**src/rtl/alu_mdu.sv**
```systemverilog
// Execute-stage ALU: single-cycle arithmetic/logic/compare/shift ops plus an iterative
// multiply/divide unit (WIDTH steps + one fixup cycle) writing HI/LO. Registered outputs.
module alu_mdu #(
  parameter int WIDTH = 32
) (
  input  logic             clk,
  input  logic             rst,
  input  logic             start,
  input  logic [3:0]       alu_op,
  input  logic [WIDTH-1:0] op_1,
  input  logic [WIDTH-1:0] op_2,
  output logic [WIDTH-1:0] result,
  output logic             z,
  output logic             ovf,
  output logic             div0,
  output logic             busy,
  output logic             done,
  output logic [WIDTH-1:0] hi,
  output logic [WIDTH-1:0] lo
);
  localparam int SHAMT_W = $clog2(WIDTH);

  typedef enum logic [1:0] {IDLE, CALC, FIX} state_t;

  state_t               state;
  logic [SHAMT_W-1:0]   cnt;
  logic [WIDTH-1:0]     p_hi, p_lo, opnd_b;
  logic                 md_mul, neg_q, neg_r, dz_q;

  logic [WIDTH-1:0]     sum, diff, alu_res, mag_a, mag_b;
  logic                 alu_ovf, is_md, is_mul, sgn, a_neg, b_neg, dz;
  logic [SHAMT_W-1:0]   shamt;
  logic [WIDTH:0]       mul_sum, div_shift, div_diff;
  logic [2*WIDTH-1:0]   prod_mag, prod_fix;
  logic [WIDTH-1:0]     q_fix, r_fix, fix_hi, fix_lo;

  always_comb begin
    sum     = op_1 + op_2;
    diff    = op_1 - op_2;
    shamt   = op_2[SHAMT_W-1:0];
    alu_res = '0;
    alu_ovf = 1'b0;
    case (alu_op)
      4'h1: begin
        alu_res = sum;
        alu_ovf = (op_1[WIDTH-1] == op_2[WIDTH-1]) && (sum[WIDTH-1] != op_1[WIDTH-1]);
      end
      4'h2: begin
        alu_res = diff;
        alu_ovf = (op_1[WIDTH-1] != op_2[WIDTH-1]) && (diff[WIDTH-1] != op_1[WIDTH-1]);
      end
      4'h3: alu_res = op_1 ^ op_2;
      4'h4: alu_res = op_1 | op_2;
      4'h5: alu_res = op_1 & op_2;
      4'h6: alu_res = op_1 << shamt;
      4'h7: alu_res = op_1 >> shamt;
      4'h8: alu_res = ~(op_1 | op_2);
      4'h9: alu_res = {{(WIDTH-1){1'b0}}, ($signed(op_1) < $signed(op_2))};
      4'hA: alu_res = $signed(op_1) >>> shamt;
      4'hF: alu_res = {{(WIDTH-1){1'b0}}, (op_1 < op_2)};
      default: alu_res = '0;
    endcase

    is_md  = (alu_op >= 4'hB) && (alu_op <= 4'hE);
    is_mul = (alu_op == 4'hB) || (alu_op == 4'hC);
    sgn    = (alu_op == 4'hB) || (alu_op == 4'hD);
    a_neg  = sgn & op_1[WIDTH-1];
    b_neg  = sgn & op_2[WIDTH-1];
    dz     = !is_mul && (op_2 == '0);
    mag_a  = a_neg ? -op_1 : op_1;
    mag_b  = b_neg ? -op_2 : op_2;

    // Multiply: shift-add with the multiplier consumed from p_lo's LSB.
    mul_sum   = {1'b0, p_hi} + (p_lo[0] ? {1'b0, opnd_b} : {(WIDTH+1){1'b0}});
    // Divide: restoring; p_hi holds the partial remainder, quotient bits shift into p_lo.
    div_shift = {p_hi, p_lo[WIDTH-1]};
    div_diff  = div_shift - {1'b0, opnd_b};

    prod_mag = {p_hi, p_lo};
    prod_fix = neg_q ? -prod_mag : prod_mag;
    q_fix    = neg_q ? -p_lo : p_lo;
    r_fix    = neg_r ? -p_hi : p_hi;
    fix_hi   = md_mul ? prod_fix[2*WIDTH-1:WIDTH] : r_fix;
    fix_lo   = md_mul ? prod_fix[WIDTH-1:0] : q_fix;
  end

  always_ff @(posedge clk) begin
    if (rst) begin
      state  <= IDLE;
      cnt    <= '0;
      result <= '0;
      z      <= 1'b1;
      ovf    <= 1'b0;
      div0   <= 1'b0;
      busy   <= 1'b0;
      done   <= 1'b0;
      hi     <= '0;
      lo     <= '0;
      p_hi   <= '0;
      p_lo   <= '0;
      opnd_b <= '0;
      md_mul <= 1'b0;
      neg_q  <= 1'b0;
      neg_r  <= 1'b0;
      dz_q   <= 1'b0;
    end else begin
      done <= 1'b0;
      case (state)
        IDLE: if (start) begin
          div0 <= 1'b0;
          if (is_md) begin
            busy   <= 1'b1;
            ovf    <= 1'b0;
            state  <= CALC;
            cnt    <= '0;
            md_mul <= is_mul;
            dz_q   <= dz;
            // Divide by zero runs unsigned on the raw dividend so the remainder equals op_1.
            neg_q  <= dz ? 1'b0 : (a_neg ^ b_neg);
            neg_r  <= dz ? 1'b0 : a_neg;
            p_hi   <= '0;
            p_lo   <= dz ? op_1 : mag_a;
            opnd_b <= mag_b;
          end else begin
            result <= alu_res;
            z      <= (alu_res == '0);
            ovf    <= alu_ovf;
            done   <= 1'b1;
          end
        end
        CALC: begin
          if (md_mul) begin
            p_hi <= mul_sum[WIDTH:1];
            p_lo <= {mul_sum[0], p_lo[WIDTH-1:1]};
          end else if (!div_diff[WIDTH]) begin
            p_hi <= div_diff[WIDTH-1:0];
            p_lo <= {p_lo[WIDTH-2:0], 1'b1};
          end else begin
            p_hi <= div_shift[WIDTH-1:0];
            p_lo <= {p_lo[WIDTH-2:0], 1'b0};
          end
          cnt <= cnt + 1'b1;
          if (cnt == SHAMT_W'(WIDTH-1)) state <= FIX;
        end
        FIX: begin
          hi     <= fix_hi;
          lo     <= fix_lo;
          result <= fix_lo;
          z      <= (fix_lo == '0);
          ovf    <= 1'b0;
          div0   <= dz_q;
          done   <= 1'b1;
          busy   <= 1'b0;
          state  <= IDLE;
        end
        default: state <= IDLE;
      endcase
    end
  end
endmodule

```
**config.mk**
```make
export PLATFORM = sky130hd
export DESIGN_NAME = alu_mdu
export DESIGN_NICKNAME = d
export VERILOG_FILES = /design/src/rtl/alu_mdu.sv
export SDC_FILE = /design/constraint.sdc
export NUM_CORES = 1
export LEC_CHECK = 0
export ABC_CLOCK_PERIOD_IN_PS = 4500
export CORE_AREA = 2 2 216 218
export CTS_CLUSTER_DIAMETER = 40
export DETAILED_ROUTE_END_ITERATION = 6
export DIE_AREA = 0 0 218 220
export PLACE_DENSITY = 0.79
export SLEW_MARGIN = 20
export SYNTH_ARGS = -nofsm -noshare
export SYNTH_HDL_FRONTEND = slang
export SYNTH_SLANG_ARGS = --single-unit
```
**constraint.sdc**
```tcl
create_clock -name clk -period 4.5 [get_ports clk]
set_clock_uncertainty 0.15 [all_clocks]
set_input_delay 0.45 -clock clk [delete_from_list [all_inputs] [get_ports clk]]
set_output_delay 0.45 -clock clk [all_outputs]
set_load 0.005 [all_outputs]
```
* Word-level counts from Yosys, hierarchy flattened
Index checks and enable logic that the tools add are counted.
** Storage, ports and cells
- Output and inout port bits :: 101
- Bits in registers :: 208
** Operators by class
- Add/subtract/negate cells :: 10
- Mux-type cells :: 47
- Equality and inequality tests :: 25
- Bitwise logic cells :: 7
- $lt $le $gt $ge :: 4
- Reductions and logical operators :: 19
- Shifts and indexed selects :: 3
** Operators by type and width (number)
- two-way mux 32 bit :: 17
- one-hot mux 32 bit (11 select lines) :: 1
- one-hot mux 32 bit (2 select lines) :: 3
- negation 32 bit :: 4
- logical NOT 32 bit :: 3
- less-than comparator 32 bit :: 2
- two-way mux 64 bit :: 1
- negation 64 bit :: 1
- adder 32 x 32 -> 33 bit :: 1
- subtractor 33 x 32 -> 33 bit :: 1
- adder 32 bit :: 1
- AND 32 bit :: 1
- inverter 32 bit :: 1
- bitwise OR 32 bit :: 1
- left shift 32 x 5 -> 32 bit :: 1
- right shift 32 x 5 -> 32 bit :: 1
- >>> shifter 32 x 5 -> 32 bit :: 1
- subtractor 32 bit :: 1
- bitwise XOR 32 bit :: 1
- equality test 4 bit, second input constant :: 7
- equality test 4 x 3 -> 1 bit, second input constant :: 4
- AND reduction 3 bit :: 5
- two-way mux 1 bit :: 12
- one-hot mux 1 bit (2 select lines) :: 6
- other kinds (23) :: 38

* Longest topological paths before layout
- Word-level depth :: 8
- Gate-level depth with buffers :: 20
- Mapped depth without buffers :: 16

* Least setup slack after synthesis
No wires, ideal clock.
- Path type :: input port to flip-flop
- Start :: input port op_2[2]
- End :: register z
- Data arrival time :: 4.571 ns
- Path buffers :: 5
- Setup slack :: -0.308 ns
- Stages on the path :: 19
- Setup time :: 0.087 ns
- Data required time :: 4.263 ns
- Path through :: buf_4 buf_6 clkinv_1 clkbuf_1 clkbuf_1 ha_1 buf_2 or3_4 a31oi_2 o21ai_1 a211o_1 a2111o_1 o2111ai_1 o311ai_1 nor4_2 o2111ai_1 nor4_1 nand4b_1 o31ai_1
** On the way
- Longest elaborated chain between the ends :: 7
** RTL lines
- start, declared :: RTL line 11 : input logic [WIDTH-1:0] op_2,
- branches (longest 2 deep; another with subtractor 32 bit)
- one-hot mux 32 bit (11 select lines) (*) :: RTL line 43 : case (alu_op)
- logical NOT 32 bit (*) :: RTL line 126 : z <= (alu_res == '0);
- two-way mux 1 bit (*) :: RTL line 111 : if (is_md) begin
- two-way mux 1 bit (*) :: RTL line 109 : IDLE: if (start) begin
- one-hot mux 1 bit (2 select lines) (*) :: RTL line 108 : case (state)
- end signal, assigned :: RTL line 126
- end signal, assigned :: RTL line 149 : z <= (fix_lo == '0);
- end, declared :: RTL line 13 : output logic z,
Every way passes the cells marked *. The select of a mux whose other input is x is not followed.
A chain may end at the register's enable or synchronous reset.

* Worst setup path after layout
- Start :: input port op_1[7]
- End :: register z
** On the way
- Longest elaborated chain between the ends :: 7
** RTL lines
- start, declared :: RTL line 10 : input logic [WIDTH-1:0] op_1,
- branches (longest 2 deep; another with subtractor 32 bit)
- one-hot mux 32 bit (11 select lines) (*) :: RTL line 43
- logical NOT 32 bit (*) :: RTL line 126
- two-way mux 1 bit (*) :: RTL line 111
- two-way mux 1 bit (*) :: RTL line 109
- one-hot mux 1 bit (2 select lines) (*) :: RTL line 108
Marked as above.

==> flow_summary.toml <==
[cts]
cts_tree = "yes"
cts.clk_slew.worst_paths_ns = 0.05
clock_path_buffers = 3
numCtsBuffers = 35
clk_latency_ns = 0.55
htree_num_levels = 2
cts.sinks = 208
clockRootBuffer = "clkbuf_16"

[sta]
tightest_slew_ns = 1.056
maxSlewViolCount = 0
max_freq_mhz = 228.8
fin_crit_sh_pct = 97.13
setup_viol = 0
rsz0062_at_grt = "true"
slew_headroom_pct = 29.48
whs_ns = 0.2300
layout_min_cycle_time_ns = 4.371
hold_violations = 0

[setup_path]
start_kind = "primary input"
cp-end-kind = "register"
cpPeakStageDelay_ns = 0.53
slowest_stage = "clkdlybuf4s50_1"
path_buf_inv = 3
critical_path_required_ns = 4.81
r2r_slack_ns = 0.20
cp_max_fo = 11
crit_family = "compound AO/OA/AOI/OAI gates"
crit_chain = "clkdlybuf4s50_1 > buf_4 > mux4_2 > a222oi_1 > o22ai_1 > a2111oi_4 > nand4_1 > a2111oi_4 > nand4_1 > nor4_4 > o2111ai_2 > nor4_2 > buf_4 > nand4b_1 > o31ai_1"
worstSetupPathType = "in2reg"
cp.arrival_ns = 4.68
r2r-start = "p_lo[31]"
crit_path_start = "op_1[7]"

[drt]
drc = 0
first_pass_iters = 7
drt-total-wl_mm = 117.3
ant_nets = 0
routedWlPerCell_um = 25.03
vias = 31000
initialDrtViolationCount = 4196
vias_per_cell = 6.615

[finish]
drive_above_1_share_pct = 23.14
fillers = 3717
multi_input_area_um2 = 19550
syn2layout_area_growth_pct = 32.53
final_nets = 4302
seq_area_um2 = 4165

[floorplanning]
die_h_um = 220
start_util_pct = 55.15
die-area_um2 = 47960
ios = 172
core_um2 = 45860
die_w_um = 218
rows = 79

[synth]
synth_top_area_cell = "dfxtp_1"
synth.area.top_cells = "dfxtp_1, ha_1, mux4_2"
ys_seq_area_share_pct = 16.46
synthCells = 3419
synth_area_per_cell_um2 = 7.399
ys_async_sr_fraction_pct = 0
syn-num-nets = 3668
yosys.area.top_type_share_pct = 16.46
ys.flop_type = "dfxtp_1"
ys_types = 106
synth-edff-count = 0
synth_area_um2 = 25300
ys_seq_elements = 208
yosys_warnings = 0

[global_routing]
grt_usage_pct = 47.71
grt_overflow = 0
antenna_found_initial = 2
grt_max_degree = 86
grt_pass1_vias = 29300
grt_pass1_wl_mm = 174.6

[power]
clockPowerShare_pct = 31.4
p_sw_mw = 3.275
internal-power_mw = 5.239
powerDensity_nw_per_um2 = 253.9
swShare_pct = 38.47
power.leakage_nw = 13.98
finalPower_mw = 8.513
peakVddDrop_mv = 0.5151
p_seq_share_pct = 23.7
p_comb_share_pct = 44.9

[place]
place.gp.congestion = 1.133
hpwlAfterDp_mm = 94.14
io_buffer_count = 171

[worst_hold_path]
hold_path.startpoint = "rst"
hp-class = "in2reg"

[job]
cap_violations = 0

[outcome]
status = "completed"
[worst reg2reg max path: stages, from the launching register on]
cell and delay, ns:
dfxtp_1 0.31, inv_1 0.18, ha_1 0.22, inv_1 0.06, fa_1 0.39, a21oi_1 0.22
o31ai_1 0.15, a21o_1 0.21, a221o_1 0.35, o2111ai_1 0.30, a21boi_0 0.19, a41o_1 0.29
a21o_1 0.23, xor2_4 0.19, buf_12 0.18, buf_4 0.20, mux2i_1 0.21, o21ai_0 0.11
[placed cells by master (no fill, tap or decap), drive strengths merged, types with 23 or more instances in the layout]
master         instances
xnor2                141
mux2i                117
buf                  712
nor3                  80
a21o                  54
o31ai                 35
inv                  179
a31oi                 90
a21oi                259
clkbuf                43
nor2b                 31
nor4                  39
xor2                  34
a2111oi               23
clkdlybuf4s50        163
o22ai                 31
o21a                  23
o211ai                44
mux4                  67
or3                   29
nand2                354
nor2                 327
o21ai                201
a22oi                 39
ha                   174
mux2                  27
nand4                 35
a211oi                79
nand3                 69
nand2b                37
dfxtp                208
[cell usage after synthesis, types with 12 or more instances]
cell type	instances
nor2b_1	31
dfxtp_1	208
a221oi_1	20
a211oi_1	79
o41ai_1	13
o21bai_1	15
a21oi_1	259
inv_1	168
o22ai_1	31
a22oi_1	38
a311oi_1	12
buf_1	24
a221o_1	16
nand4_1	35
a2111oi_0	20
ha_1	174
a21o_1	54
clkbuf_1	200
o21ai_0	197
mux4_2	67
o31ai_1	34
a211o_1	13
and3_1	15
mux2_2	26
nand3_1	68
o21a_1	23
buf_2	37
nor3_1	78
nand2b_1	36
mux2i_1	117
or3_1	25
and2_1	15
xor2_1	34
nand2_1	354
o221ai_1	13
o211ai_1	44
a31oi_1	89
nor2_1	325
nor4_1	37
xnor2_1	141
[stage by stage]
stage,std cells,worst slack (ns),utilization (%),cell area (um2),TNS [ns]
6_report,4687,0.1293,73.10,33520,0
5_1_grt,4686,-0.01672,73.09,33520,-0.01672
4_1_cts,4685,0.003068,72.66,33320,0
3_5_place_dp,4622,-0.7674,70.06,32130,-2.201
3_3_place_gp,4622,-0.6765,70.04,32120,-1.857
2_1_floorplan,3419,0.02685,-,25300,0
[logic make-up (layout without fill, tap and decap cells)]
family	Yosys count	after routing	synth area share, %
flops	208	208	16.46
simple gates	1101	1101	20.51
mux	211	211	11.80
xor+xnor	175	175	6.059
fa+ha+maj	178	178	8.923
other cells	0	1	0
buf+inv	454	1114	7.365
compound gates	1092	1092	28.88
[metal layers]
metal	share of wire (%)	GRT usage, %	vias up
met3	12	12.66	488
met4	8.6	34.65	2
met1	37	58.15	14510
met5	0.010	0	-
li1	-	-	13940
met2	42	72.62	2071
[power groups by stage]
| stage | Clock (mW) | Combinational, mW | Sequential (mW) |
|---|---|---|---|
| 4_1_cts | 2.69 | 3.66 | 2.01 |
| 2_1_floorplan | 0 | 2.08 | 2.01 |
| 3_3_place_gp | 0 | 3.58 | 2.04 |
| 6_report | 2.67 | 3.82 | 2.02 |
| 5_1_grt | 2.77 | 4.02 | 2.02 |
| 3_5_place_dp | 0 | 3.62 | 2.05 |
[flip-flops by register name, summed over array words and instances (netlist names)]
name,count
p_hi,32
ovf,1
md_mul,1
dz_q,1
result,32
neg_q,1
neg_r,1
div0,1
cnt,5
done,1
state,2
opnd_b,32
p_lo,32
z,1
hi,32
busy,1
lo,32
[path summary, 6_finish.rpt]
kind	to	cells after the start
worst max-delay path	z	15
worst min-delay path	state[1]	3
worst max register to register	p_hi[4]	17
worst min register to register	lo[27]	2
[final cells by class]
type | count | share of cell area, %
Sequential cell | 208 | 12.42
Multi-Input combinational cell | 2757 | 58.31
Tap cell | 607 | 2.265
Antenna cell | 1 | 0.007464
Clock buffer | 43 | 2.762
Timing Repair Buffer | 878 | 21.55
Clock inverter | 20 | 0.7427
Inverter | 173 | 1.941
[what timing repair did]
| item | CTS | global route |
|---|---|---|
| cloned | 0 | 0 |
| hold endpoints to repair | 0 | 0 |
| setup endpoints to repair | 1 | 4 |
| hold buffers | 0 | 0 |
| setup buffers | 0 | 1 |
| pin swaps | 2 | 14 |
| resized for setup | 3 | 42 |
(Power assumes the default switching activity.)
